`src/rtl/seg_scan_6.sv`:
```
// Six-digit multiplexed seven-segment scanner for an HH:MM:SS clock display.
// A frame snapshot keeps the digits stable while they are being scanned.
module seg_scan_6 #(
    parameter int SCAN_DIV = 50000
) (
    input  logic        clk,
    input  logic        rst,
    input  logic [23:0] time_bcd,
    input  logic        sec_tick,
    input  logic        blank_en,
    output logic [6:0]  seg,
    output logic        dp,
    output logic [5:0]  an,
    output logic        frame_done
);

    localparam int CW = (SCAN_DIV > 2) ? $clog2(SCAN_DIV) : 1;
    localparam logic [CW-1:0] CNT_MAX = CW'(SCAN_DIV - 1);
    localparam logic [2:0] IDX_LAST = 3'd5;

    logic [CW-1:0] cnt;
    logic [2:0]    idx;
    logic [23:0]   snap;
    logic          blink;

    logic          slot_end;
    logic          frame_wrap;
    logic [3:0]    nib;
    logic [6:0]    seg_next;
    logic [5:0]    an_next;
    logic          dp_next;

    assign slot_end   = (cnt == CNT_MAX);
    assign frame_wrap = slot_end && (idx == IDX_LAST);

    always_comb begin
        nib = 4'd0;
        case (idx)
            3'd0:    nib = snap[3:0];
            3'd1:    nib = snap[7:4];
            3'd2:    nib = snap[11:8];
            3'd3:    nib = snap[15:12];
            3'd4:    nib = snap[19:16];
            3'd5:    nib = snap[23:20];
            default: nib = 4'd0;
        endcase
    end

    // Non-BCD nibbles show a dash; a zero tens-of-hours digit may be blanked.
    always_comb begin
        seg_next = 7'h3F;
        case (nib)
            4'd0:    seg_next = 7'h40;
            4'd1:    seg_next = 7'h79;
            4'd2:    seg_next = 7'h24;
            4'd3:    seg_next = 7'h30;
            4'd4:    seg_next = 7'h19;
            4'd5:    seg_next = 7'h12;
            4'd6:    seg_next = 7'h02;
            4'd7:    seg_next = 7'h78;
            4'd8:    seg_next = 7'h00;
            4'd9:    seg_next = 7'h10;
            default: seg_next = 7'h3F;
        endcase
        if (blank_en && (idx == IDX_LAST) && (nib == 4'd0)) begin
            seg_next = 7'h7F;
        end
    end

    // The first count of each slot drives all anodes off to avoid ghosting.
    always_comb begin
        an_next = 6'h3F;
        if (cnt != '0) begin
            an_next = ~(6'b000001 << idx);
        end
        dp_next = !(((idx == 3'd2) || (idx == 3'd4)) && blink);
    end

    always_ff @(posedge clk or negedge rst) begin
        if (!rst) begin
            cnt        <= '0;
            idx        <= 3'd0;
            snap       <= 24'h000000;
            blink      <= 1'b0;
            seg        <= 7'h7F;
            dp         <= 1'b1;
            an         <= 6'h3F;
            frame_done <= 1'b0;
        end else begin
            cnt <= slot_end ? '0 : cnt + 1'b1;
            if (slot_end) begin
                idx <= (idx == IDX_LAST) ? 3'd0 : idx + 3'd1;
            end
            if (frame_wrap) begin
                snap <= time_bcd;
            end
            if (sec_tick) begin
                blink <= ~blink;
            end
            frame_done <= frame_wrap;
            seg        <= seg_next;
            an         <= an_next;
            dp         <= dp_next;
        end
    end

endmodule

```
`config.mk`:
```
export PLATFORM = sky130hd
export DESIGN_NAME = seg_scan_6
export DESIGN_NICKNAME = d
export VERILOG_FILES = /design/src/rtl/seg_scan_6.sv
export SDC_FILE = /design/constraint.sdc
export NUM_CORES = 1
export LEC_CHECK = 0
export ABC_AREA = 1
export CAP_MARGIN = 0
export CORE_MARGIN = 8
export CORE_UTILIZATION = 30
export CTS_CLUSTER_DIAMETER = 60
export CTS_CLUSTER_SIZE = 25
export DETAILED_ROUTE_END_ITERATION = 10
export HOLD_SLACK_MARGIN = 0.1
export PLACE_DENSITY = 0.61
export SYNTH_ARGS = -nofsm -noshare
export SYNTH_HDL_FRONTEND = slang
export SYNTH_SLANG_ARGS = --single-unit
```
`constraint.sdc`:
```
create_clock -name clk -period 1.75 [get_ports clk]
set_input_delay 0.35 -clock clk [delete_from_list [all_inputs] [get_ports clk]]
set_output_delay 0.35 -clock clk [all_outputs]
set_load 0.1 [all_outputs]
```
## Yosys cells after proc, flatten, opt, wreduce, memory -nomap -nowiden

Memory sizes are Yosys's and may differ from the RTL's.
Cells that the tools add are included.

| cells by class | value |
|---|---|
| shift-type cells | 1 |
| muxes and demuxes | 5 |
| $add $sub $neg | 2 |
| reductions and logical operators | 9 |
| equality and inequality tests | 6 |
| bitwise operators | 2 |

Operator list:

| cell | number |
|---|---|
| 4-bit one-hot mux with 6 select lines | 1 |
| 16-bit by 1-bit adder with 16-bit output, second input constant | 1 |
| 16-bit == test, second input constant | 1 |
| 16-bit 2-to-1 mux | 1 |
| 16-bit nonzero test | 1 |
| 7-bit 2-to-1 mux | 1 |
| 3-bit by 2-bit == test with 1-bit output, second input constant | 2 |
| 3-bit == test, second input constant | 2 |
| 6-bit 2-to-1 mux | 1 |
| 6-bit NOT | 1 |
| 1-bit by 3-bit left shift with 6-bit output, first input constant | 1 |
| 1-bit logical AND | 4 |
| 4-bit zero test | 1 |
| 3-bit by 1-bit adder with 3-bit output, second input constant | 1 |
| 3-bit by 1-bit == test with 1-bit output, second input constant | 1 |
| 3-bit zero test | 1 |
| 3-bit 2-to-1 mux | 1 |
| 1-bit zero test | 1 |
| 1-bit logical OR | 1 |
| 1-bit NOT | 1 |

| word-level totals | value |
|---|---|
| memories | 1 |
| register bits | 59 |
| output and inout port bits | 15 |
| input port bits | 28 |
| word-level logic and storage cells | 34 |
| bits in read-only memories | 112 |

Memories:

| memory | words | width | read ports | clocked after memory_dff | write ports | RTL line | RTL |
|---|---|---|---|---|---|---|---|
| (name not given) | 16 | 7 | 1 | 0 | 0 | 52 | `case (nib)` |

## Longest topological paths before layout

| logic depth | value |
|---|---|
| word-level depth | 5 |
| mapped depth | 16 |
| gate-level depth less buffers | 15 |

## Worst setup path before layout

Ideal clock, no wire load.

| timing | value |
|---|---|
| path kind | register -> register |
| from | register idx[2] |
| to | register seg[4] |
| path buffers | 1 |
| slack | -0.073 ns |
| library setup time | 0.075 ns |
| arrival | 1.747 ns |
| stages on the path, launching flop included | 15 |
| clock period less this slack | 1.823 ns |
| required time | 1.675 ns |
| cells stage by stage | dfrtp_1 -> buf_2 -> nor3_1 -> nand2_1 -> nand2_1 -> nor2_1 -> nand2_1 -> inv_1 -> ha_1 -> nand2_1 -> nor2_1 -> nand2_2 -> nand2_1 -> inv_1 -> nand2_1 |

| on the way | value |
|---|---|
| longest elaborated chain between the ends | 5 |
| elaborated cells on any way between the ends | 12 |
| classes of those cells | eq/ne (5); mux (2); reduce/logical (4); memory (1) |

RTL lines:

| element | RTL line | RTL |
|---|---|---|
| from (decl) | 22 | `logic [2:0] idx;` |
| from (signal assigned) | 92 | `idx <= (idx == IDX_LAST) ? 3'd0 : idx + 3'd1;` |
| branches (longest 4 deep; another with memory read 16 x 7 bit) | -- |  |
| 7-bit 2-to-1 mux * | 65 | `if (blank_en && (idx == IDX_LAST) && (nib == 4'd0)) begin` |
| net seg_next[4] | 29 | `logic [6:0] seg_next;` |
| to (signal assigned) | 101 | `seg <= seg_next;` |
| to (decl) | 11 | `output logic [6:0] seg,` |

Mark *: on every way through the listed nets, which the timed path passes.
A chain may end at the register's enable or synchronous reset.

## Worst setup path after layout

| timing | value |
|---|---|
| from | register idx[0] |
| to | register seg[4] |

The elaborated chain is that of the path after synthesis.

==> impl_metrics.csv <==
group,metric,value,unit
finish,fillCellCount,955,
floorplanning,die_h,115,um
drt,postRouteAntennaNets,0,
setup_path,crit_path_max_fanout,7,
floorplanning,core,0.00959,mm2
drt,drt_iter0_drc,120,
synth,synth_top_area_cell,"dfrtp_1",
placement,io_buffers,42,
setup_path,critPathBufInv,3,
grt,grt_pass1_vias,2621,
min_path,worstHoldPathCells,1,
sta,fin_crit_sh,1.03,
finish,syn2layout_area_growth,43.1,%
power_and_ir_drop,power.leakage,2.04,nW
setup_path,worst_path_max_delay_cell,"dfrtp_2",
sta,min_period,1.80,ns
placement,place_congestion,0.891,
finish,regArea,0.00150,mm2
synth,synth_area_leaders,"dfrtp_1 39%, nand2_1 17%, dfstp_2 13%",
clock_network,cts_tree,"yes",
setup_path,ff2ff_path_depth,15,
floorplanning,die_area,0.0131,mm2
sta,slew_headroom,0.794,
drt,via_per_inst,4.38,
setup_path,start_kind,"flip-flop",
status,violations,"setup timing",
grt,overflow,0,
clock_network,cts.reportedPaths.clkPinSlew,0.07,ns
power_and_ir_drop,total_power,2.74,mW
finish,drive_gt1_frac,0.266,
min_path,hold_path_class,"reg -> reg",
synth,ys_warn_count,0,
synth,ys_seq_area_frac,0.513,
sta,grt_setup_unrepaired,"true",
setup_path,crit_family,"simple AND/OR/NAND/NOR gates",
synth,synth_cell_types,29,
clock_network,cts_buffers,9,
floorplanning,die_w,115,um
setup_path,r2r-end,"seg[4]",
sta,finalSetupViolCount,3,
setup_path,cp_common_cell,"nand2_2",
grt,grt_pass1_wl,11900,um
synth,synth_ff_type,"dfrtp_1",
drt,via_count,2511,
setup_path,critPathKind,"reg -> reg",
setup_path,r2r_slack,-0.05,ns
setup_path,critPathMaxStageDelay,0.49,ns
setup_path,critical_path.cell_chain,"nand2_2 > inv_2 > ha_4 > nand2_2 > nand2_2 > nor2_2 > nand2_2 > inv_4 > ha_4 > nand2_2 > nor2_2 > nand2_2 > nand2_1 > inv_1 > nand2_1",
floorplanning,start_util,0.304,
clock_network,cts_sinks,59,
synth,synth.ff_latch_count,59,
grt,antenna_found_initial,0,
placement,post-dp-hpwl,5140,um
grt,grt_use_total,0.115,
sta,tightest_slew,0.309,ns
power_and_ir_drop,powerDensity,657,mW/mm2
finish,antenna_cells,0,
sta,setup_slack,-0.0477,ns
clock_network,worst_skew_pair.late_latency,0.34,ns
clock_network,h-tree-depth,3,
setup_path,worst_ep_arrival_time,2.07,ns
drt,wl_per_cell,12.3,um
min_path,hold_end,"dp",
drt,firstDrtPassIters,4,
setup_path,critical_path_required,2.03,ns
finish,nNetsFinal,472,
drt,post-route-drc-count,0,
synth,netlist_top_cells_count,"132 x nand2_1, 45 x dfrtp_1, 43 x inv_1",
sta,fmaxAchievable,556,MHz
synth,synth_top_area_share,0.387,
finish,finish.utilization,0.434,
synth,yosysMostFrequentCell,"nand2_1",
finish,final_area,0.00417,mm2
sta,tns,-0.0597,ns
finish,multiInputGateArea,0.00130,mm2
min_path,worstHoldStart,"blink",
drt,routed_wl,7030,um
synth,ys_async_sr_fraction,1.00,
clock_network,cts_buffer_depth,2,
synth,syn-num-nets,397,
power_and_ir_drop,ir_worst_vdd,297,uV
floorplanning,num_rows,36,
synth,netlist_area,0.00291,mm2
clock_network,clockRootBuffer,"clkbuf_8",
synth,synth_edf_count,0,
run,maxCapViolations,0,
sta,hold_viol,0,
placement,dpl-instance-area,0.00377,mm2
sta,skew,0.00672,ns
setup_path,crit_path_end_kind,"flip-flop",
floorplanning,io_pins,43,
sta,drv_slew,0,
setup_path,r2r-start,"idx[0]",
grt,grt_max_degree,60,
status,outcome,"complete, but fails checks",
synth,postSynthCellCount,360,
synth,syn_area_per_cell,8.09,um2
[flip-flops by register name, indices dropped and copies added (netlist names)]
register	count
snap	24
cnt	16
seg	7
an	6
idx	3
blink	1
dp	1
frame_done	1
[metrics by stage]
step	setup slack [ns]	cells	hold WS (ns)
global placement	-0.0252	548	0.373
detailed placement	-0.0944	548	0.386
floorplan	0.0127	360	0.0544
finish	-0.0477	573	0.446
CTS	-0.0177	568	0.452
global route	-0.185	573	0.510
[cell families after synthesis]
group | Yosys count | share of synthesized area
AND/OR/NAND/NOR | 212 | 0.314
AO/OA/AOI/OAI | 17 | 0.0305
flip-flops | 59 | 0.513
adder cells (fa/ha/maj) | 9 | 0.0387
XOR/XNOR | 8 | 0.0241
buffers and inverters | 55 | 0.0795
[per-layer routing]
| layer | vias to the layer above | share of wire | GRT usage |
|---|---|---|---|
| li1 | 1268 | - | - |
| met1 | 1160 | 0.44 | 0.137 |
| met2 | 71 | 0.48 | 0.187 |
| met3 | 12 | 0.065 | 0.0327 |
| met4 | 0 | 0.019 | 0.0541 |
| met5 | - | 0 | 0 |
[worst max-delay path by stage]
stage          slack (ns)      to  startpoint  cells past startpoint
2_1_floorplan        0.01  seg[4]      idx[0]                     16
3_5_place_dp        -0.09  seg[4]      idx[0]                     15
5_1_grt             -0.18  seg[4]      idx[0]                     15
4_1_cts             -0.02  seg[4]      idx[0]                     15
3_3_place_gp        -0.03  seg[4]      idx[0]                     15
6_report            -0.05  seg[4]      idx[0]                     15
[report_power, final]
group / leakage (nW) / switching (mW) / internal, mW / total [mW]
logic: 1.31 / 0.0389 / 0.0627 / 0.102
clock network: 0.103 / 0.529 / 0.725 / 1.25
registers: 0.628 / 0.00657 / 1.38 / 1.38
total: 2.04 / 0.574 / 2.16 / 2.74
[final cells by class]
| cell class | instances | area share |
|---|---|---|
| sequential | 59 | 0.359 |
| clock buffer | 11 | 0.0363 |
| tap | 133 | 0.0399 |
| inverter | 48 | 0.0450 |
| multi-input combinational | 246 | 0.313 |
| clock inverter | 5 | 0.0123 |
| timing repair buffer | 71 | 0.194 |
[layout by cell type, fill, tap and decap left out, drive strengths merged, types with 3 or more instances in the layout]
cell and count:
dfstp 14, nand3 22, clkdlybuf4s50 26, o21ai 16, nand4 9, dfrtp 45, nor4 3, buf 44
inv 46, xor2 6, nor3 9, nor2 27, nand2 137, clkbuf 11, clkinv 5, ha 9
[worst register-to-register path, delay by kind of cell (launching register included)]
kind          cells  cell delay, ns
flops             1            0.49
fa+ha+maj         2            0.31
buf+inv           3            0.16
simple gates     10            0.78
[timing repair]
| action | 4_1_cts | 5_1_grt |
|---|---|---|
| buffers inserted | 3 | 5 |
| resized for setup | 11 | 26 |
| pin swaps | 8 | 17 |
| endpoints found under the hold margin | 45 | 0 |
| setup endpoints to repair | 9 | 32 |
| hold buffers | 1 | 0 |
No activity file was read; power rests on OpenSTA's default activity.
